File: config.mk
export PLATFORM = sky130hd
export DESIGN_NAME = cpu_datapath
export DESIGN_NICKNAME = d
export VERILOG_FILES = /design/src/rtl/cpu_datapath_pkg.sv /design/src/rtl/cpu_datapath_alu.sv /design/src/rtl/cpu_datapath.sv
export SDC_FILE = /design/constraint.sdc
export NUM_CORES = 1
export LEC_CHECK = 0
export ABC_AREA = 1
export CAP_MARGIN = 40
export CORE_UTILIZATION = 30
export CTS_CLUSTER_DIAMETER = 60
export DETAILED_ROUTE_END_ITERATION = 7
export GPL_TIMING_DRIVEN = 0
export PLACE_DENSITY = 0.52
export SLEW_MARGIN = 20
export SYNTH_ARGS = -nofsm -noshare
export SYNTH_HDL_FRONTEND = slang
export SYNTH_SLANG_ARGS = --single-unit
File: constraint.sdc
create_clock -name clk -period 1.72 [get_ports clk]
set_clock_uncertainty 0.1 [all_clocks]
set_input_delay 0.43 -clock clk [delete_from_list [all_inputs] [get_ports clk]]
set_output_delay 0.43 -clock clk [all_outputs]
set_load 0.02 [all_outputs]
File: src/rtl/cpu_datapath_pkg.sv
// Shared definitions for the 8-bit accumulator CPU.
// The sequencer imports the same package, so the opcode encodings and
// field widths are defined here only.
package cpu_defs;

    // Bus and field widths. The instruction word is opcode followed by operand.
    localparam int DATA_WIDTH   = 8;
    localparam int ADDR_WIDTH   = 5;
    localparam int OPCODE_WIDTH = 3;

    // Opcode encodings held in IR[DATA_WIDTH-1 -: OPCODE_WIDTH].
    localparam logic [OPCODE_WIDTH-1:0] OP_HLT = 3'd0;
    localparam logic [OPCODE_WIDTH-1:0] OP_SKZ = 3'd1;
    localparam logic [OPCODE_WIDTH-1:0] OP_ADD = 3'd2;
    localparam logic [OPCODE_WIDTH-1:0] OP_AND = 3'd3;
    localparam logic [OPCODE_WIDTH-1:0] OP_XOR = 3'd4;
    localparam logic [OPCODE_WIDTH-1:0] OP_LDA = 3'd5;
    localparam logic [OPCODE_WIDTH-1:0] OP_STO = 3'd6;
    localparam logic [OPCODE_WIDTH-1:0] OP_JMP = 3'd7;

    // Decoded view of an instruction word.
    typedef struct packed {
        logic [OPCODE_WIDTH-1:0] opcode;
        logic [ADDR_WIDTH-1:0]   operand;
    } instr_t;

    // Split a raw instruction word into its opcode and operand fields.
    function automatic instr_t decode_instr(input logic [DATA_WIDTH-1:0] word);
        instr_t r;
        r.opcode  = word[DATA_WIDTH-1 -: OPCODE_WIDTH];
        r.operand = word[ADDR_WIDTH-1:0];
        return r;
    endfunction

endpackage

File: src/rtl/cpu_datapath_alu.sv
// Combinational ALU of the accumulator CPU.
// Operates on the accumulator and the memory read data. The result has the
// width of the data bus, so any carry out of ADD is dropped.
module cpu_alu
    import cpu_defs::*;
(
    input  logic [OPCODE_WIDTH-1:0] opcode,
    input  logic [DATA_WIDTH-1:0]   acc,
    input  logic [DATA_WIDTH-1:0]   data,
    output logic [DATA_WIDTH-1:0]   result
);

    // Select the operation; opcodes that do not touch ACC pass it through.
    always_comb begin
        result = acc;
        case (opcode)
            OP_ADD:  result = acc + data;
            OP_AND:  result = acc & data;
            OP_XOR:  result = acc ^ data;
            OP_LDA:  result = data;
            default: result = acc;
        endcase
    end

endmodule

File: src/rtl/cpu_datapath.sv
// Datapath of the 8-bit accumulator CPU.
// Holds IR, PC and ACC, drives the memory address and write data, and
// reports opcode and zero back to the control sequencer. All registers are
// frozen while halt is high; rst clears them asynchronously.
module cpu_datapath
    import cpu_defs::*;
(
    input  logic                    clk,
    input  logic                    rst,
    input  logic                    ld_ir,
    input  logic                    ld_acc,
    input  logic                    ld_pc,
    input  logic                    inc_pc,
    input  logic                    halt,
    input  logic                    data_e,
    input  logic                    sel,
    input  logic [DATA_WIDTH-1:0]   mem_rdata,
    output logic [ADDR_WIDTH-1:0]   mem_addr,
    output logic [DATA_WIDTH-1:0]   mem_wdata,
    output logic                    mem_wdata_oe,
    output logic [OPCODE_WIDTH-1:0] opcode,
    output logic                    zero,
    output logic [ADDR_WIDTH-1:0]   pc_out
);

    // Architectural registers and their next-state values.
    logic [DATA_WIDTH-1:0] ir_q,  ir_d;
    logic [ADDR_WIDTH-1:0] pc_q,  pc_d;
    logic [DATA_WIDTH-1:0] acc_q, acc_d;

    instr_t                instr;
    logic [DATA_WIDTH-1:0] alu_result;

    assign instr = decode_instr(ir_q);

    // The ALU always sees the opcode currently in IR, so a simultaneous
    // ld_ir and ld_acc computes ACC from the old instruction.
    cpu_alu u_alu (
        .opcode (instr.opcode),
        .acc    (acc_q),
        .data   (mem_rdata),
        .result (alu_result)
    );

    // IR next state: capture the fetched word unless halted.
    always_comb begin
        ir_d = ir_q;
        if (!halt && ld_ir) begin
            ir_d = mem_rdata;
        end
    end

    // PC next state: a jump target wins over increment; increment wraps.
    always_comb begin
        pc_d = pc_q;
        if (!halt) begin
            if (ld_pc) begin
                pc_d = instr.operand;
            end else if (inc_pc) begin
                pc_d = pc_q + ADDR_WIDTH'(1);
            end
        end
    end

    // ACC next state: take the ALU result unless halted.
    always_comb begin
        acc_d = acc_q;
        if (!halt && ld_acc) begin
            acc_d = alu_result;
        end
    end

    // Register update; reset clears everything at once, mid-instruction too.
    always_ff @(posedge clk or posedge rst) begin
        if (rst) begin
            ir_q  <= '0;
            pc_q  <= '0;
            acc_q <= '0;
        end else begin
            ir_q  <= ir_d;
            pc_q  <= pc_d;
            acc_q <= acc_d;
        end
    end

    // Address mux has no register stage: PC for fetches, operand for data.
    assign mem_addr     = sel ? pc_q : instr.operand;

    // Write data is only driven while data_e qualifies it.
    assign mem_wdata    = data_e ? acc_q : '0;
    assign mem_wdata_oe = data_e;

    // Status back to the sequencer and debug view of PC.
    assign opcode       = instr.opcode;
    assign zero         = (acc_q == '0);
    assign pc_out       = pc_q;

endmodule
Yosys cells after proc, flatten, opt, wreduce, memory -nomap -nowiden

Cells that the tools add are included.

$add $sub $neg: 2
Eq/ne operators: 4
Mux-type cells: 5
Bitwise gates (word level): 3
Reduce and logical (&&, ||, !) cells: 8

Operator list:

| kind                | count |
|---|---|
| $pmux 8 s4          | 1 |
| $mux 5              | 3 |
| $add 8x8->8         | 1 |
| $and 8x8->8         | 1 |
| $logic_not 8->1     | 1 |
| $mux 8              | 1 |
| $xor 8x8->8         | 1 |
| $eq 3x2->1 const B  | 2 |
| $eq 3x3->1 const B  | 2 |
| $add 5x1->5 const B | 1 |
| $reduce_and 2->1    | 2 |
| $reduce_bool 4->1   | 1 |
| $logic_and 1x1->1   | 2 |
| $reduce_bool 2->1   | 1 |
| $logic_not 1->1     | 1 |
| $not 1->1           | 1 |

Register bits after elaboration: 21
Output and inout port bits: 23

Logic depth before layout (Yosys ltp)

Depth after elaboration: 3
Mapped depth: 9

Modules after synthesis

From an unflattened synthesis, not the netlist that was laid out.

Cell total of the unflattened synthesis: 272
Area, all modules: 1814.2 µm²

By module, submodules not included:

| module       | times used | cells each | area an instance (µm²) |
|---|---|---|---|
| cpu_datapath | 1          | 151        | 1133.6 |
| cpu_alu      | 1          | 121        | 680.7 |

Worst setup path before layout

OpenSTA, ideal clock, no wires.

Path type: input to register
Start: input port mem_rdata[0]
End: register acc_q[6]
Setup time: 0.077 ns
Arrival: 1.529 ns
Required time: 1.543 ns
Setup slack: 0.013 ns
Stages: 9
Buffers on the path: 0
Cell sequence: ha_1 fa_1 nand2_1 nand3_1 nand3b_1 nand2_1 nand2_1 nand3_1 a21oi_1

Longest elaborated chain between the ends: 2

Ends and longest elaborated chain:

| item                   | line                   | text |
|---|---|---|
| start: declaration     | cpu_datapath.sv:17     | `input logic [DATA_WIDTH-1:0] mem_rdata,` |
| $add 8x8->8            | cpu_datapath_alu.sv:17 | `OP_ADD: result = acc + data;` |
| $pmux 8 s4             | cpu_datapath_alu.sv:16 | `case (opcode)` |
| end signal: assignment | cpu_datapath.sv:78     | `acc_q <= '0;` |
| end signal: assignment | cpu_datapath.sv:82     | `acc_q <= acc_d;` |
| end: declaration       | cpu_datapath.sv:29     | `logic [DATA_WIDTH-1:0] acc_q, acc_d;` |

No other way between the ends.
A chain may end at the register's enable or synchronous reset.

Final worst setup path

Start: register acc_q[1]
End: output port zero

Longest elaborated chain between the ends: 1

Ends and longest elaborated chain:

| item             | line               | text |
|---|---|---|
| $logic_not 8->1  | cpu_datapath.sv:95 | `assign zero = (acc_q == '0);` |
| end: declaration | cpu_datapath.sv:22 | `output logic zero,` |

No other way between the ends.

==> results.toml <==
[timing]
rsz0062_at_grt = "yes"
hold_viol = 0
setup_ws_ns = -0.178
max_slew_margin_pct = 67.7
setup_viol = 5
period_share_pct = 110
fin_crit_ns = 1.90
tightest_slew_ns = 0.481
fmax_mhz = 527
final_max_slew_viol_count = 0

[placement]
portBuffers = 37
gp_congestion = 0.920
place_area_um2 = 2100
dp_hpwl_um = 3450

[critical_path]
cp-end-kind = "output port"
r2r_end = "acc_q[6]"
critPathKind = "reg -> out"
crit_fanout = 4
crit_path_start_kind = "register"
reg2regPathDepth = 10
r2r-start = "acc_q[1]"
arrival_ns = 1.37
r2r_setup_slack_ns = -0.13
critPathRequiredTime_ns = 1.19

[drt]
postRouteAntennaNets = 0
dr_wl_met2_um = 2160
first_pass_iters = 4
vias_per_cell = 4.55
route.met3.wl_um = 116
wirelength_um = 4540
wl_per_cell_um = 12.6
highest_layer = "met4"
drc_errors = 0
vias = 1641
first_iter_violations = 82
wirelength_met1_um = 2230

[synthesis]
synth_top_area_share_pct = 32.6
synth_area_um2 = 1610
ys_types = 29
async_reset_ff_share_pct = 100
syn_avg_cell_area_um2 = 6.79
synth_edf_count = 0
synth-seq-cells = 21
yosysTopAreaCell = "dfrtp_1"
ys.warnings.count = 0
syn_inst = 237
yosys-top-cells-area = "dfrtp_1 (33%), nand2_1 (16%), inv_1 (7.9%)"
syn-num-nets = 264
ys_seq_area_share_pct = 32.6
synthFlopType = "dfrtp_1"

[min_path]
hold_path.class = "in -> async"

[clock_tree]
cts.htree.levels = 1
cts_root_buf = "clkbuf_8"
insertion_delay_ns = 0.26
numClockSinks = 21
cts_buffer_depth = 2
cts_tree = "done"
cts_made_buffers = 3
hold_buffers = 0
clk_pin_slew_ns = 0.09

[run]
maxCapViolCount = 0

[grt]
grt_pass1_vias = 1477
grt_pass1_wl_um = 7250
antenna_found_initial = 0
grt_overflow = 0
grt_usage_pct = 17.0
grt_max_degree = 18

[floorplanning]
num_io_pins = 40
num_rows = 26
die_area_um2 = 5660
dieHeight_um = 75.3
core_area_um2 = 5140
start_util_pct = 31.3
die_w_um = 75.3

[layout]
nets = 319
final_area_um2 = 2290
area_growth_pct = 42.3
drive_gt1_share_pct = 22.0
final_cell_mix = "nand2_1 (65), inv_1 (34), nor2_1 (18)"
final_common_cell = "nand2_1"
antenna_cells = 0

[run_status]
violations = "negative setup slack"
outcome = "complete, but fails checks"

[pwr]
powerDensity_nw_per_um2 = 1240
report.power.total_uw = 2840
p_leak_uw = 0.00119
vdd.ir_drop.worst_mv = 0.423
==> what timing repair did <==
action	in CTS	in global routing
cloned	0	0
pin swaps	2	7
endpoints found under the setup margin	29	15
setup buffers	5	7
resized for setup	48	29
==> sequential cells by signal, summed over array words and instances (netlist names) <==
name	flops
instr	8
pc_out	5
acc_q	8
==> cells by family after synthesis <==
| family | synth area share [%] |
|---|---|
| muxes | 0.699 |
| and+or+nand+nor | 30.1 |
| xor gates and xnor gates | 2.72 |
| buffers and inverters | 11.9 |
| AOI/OAI and AO/OA | 13.8 |
| adders and majority gates | 8.24 |
| DFF | 32.6 |
==> how the worst max path moves through the flow <==
| stage | startpoint | to | slack [ns] | cells after the start |
|---|---|---|---|---|
| global route | acc_q[1] | zero | -0.26 | 4 |
| detailed placement | mem_rdata[0] | acc_q[6] | -0.64 | 10 |
| global placement | mem_rdata[0] | acc_q[6] | -0.65 | 10 |
| CTS | acc_q[4] | zero | -0.18 | 4 |
| floorplan | mem_rdata[0] | acc_q[6] | 0.01 | 9 |
| finish | acc_q[1] | zero | -0.18 | 4 |
==> per-layer routing <==
layer / track usage (%) / vias to the layer above
met5: 0 / -
met4: 4.12 / 0
met3: 1.20 / 2
met2: 27.9 / 20
met1: 24.5 / 760
li1: - / 859
==> where the power goes <==
part | leakage, uW | internal [uW] | switching (uW)
Clock | 0.0000217 | 164 | 182
Combinational | 0.000931 | 750 | 930
Sequential | 0.000239 | 645 | 173
==> worst max-delay path, cell delays in order (launching register included) <==
cell	delay, ns
dfrtp_2	0.46
nor4_4	0.27
nand2_1	0.09
nor3_2	0.12
buf_4	0.17
==> cell usage after synthesis, types with 2 or more instances <==
| library cell | count |
|---|---|
| o21ai_1 | 2 |
| clkbuf_1 | 4 |
| nand2_1 | 68 |
| nand3_2 | 2 |
| dfrtp_1 | 21 |
| nor2_1 | 18 |
| ha_1 | 9 |
| buf_4 | 4 |
| xor2_1 | 4 |
| nand3_1 | 14 |
| a21oi_1 | 14 |
| inv_2 | 5 |
| inv_1 | 34 |
| nor3_1 | 4 |
| o211ai_1 | 2 |
| nand2_2 | 2 |
| o21ai_0 | 18 |
==> area by class of cell <==
class | count | area, um^2
fill | 587 | 2850
sequential | 21 | 534
tap | 70 | 87.6
clock inverter | 1 | 7.51
timing repair buffer | 50 | 438
buffer | 8 | 47.5
inverter | 39 | 146
clock buffer | 3 | 41.3
multi-input combinational | 169 | 990
==> stage by stage <==
stage / std cells / setup TNS [ns] / util (%) / worst slack [ns] / hold slack (ns)
after floorplan: 237 / 0 / - / 0.0133 / 0.307
after global placement: 344 / -8.92 / 40.2 / -0.646 / 0.370
after detailed placement: 345 / -9.04 / 40.8 / -0.637 / 0.377
after CTS: 354 / -0.228 / 43.0 / -0.178 / 0.332
after global routing: 361 / -0.926 / 44.6 / -0.261 / 0.349
final: 361 / -0.468 / 44.6 / -0.178 / 0.321
Note: power is estimated with default switching activity, not from simulation.
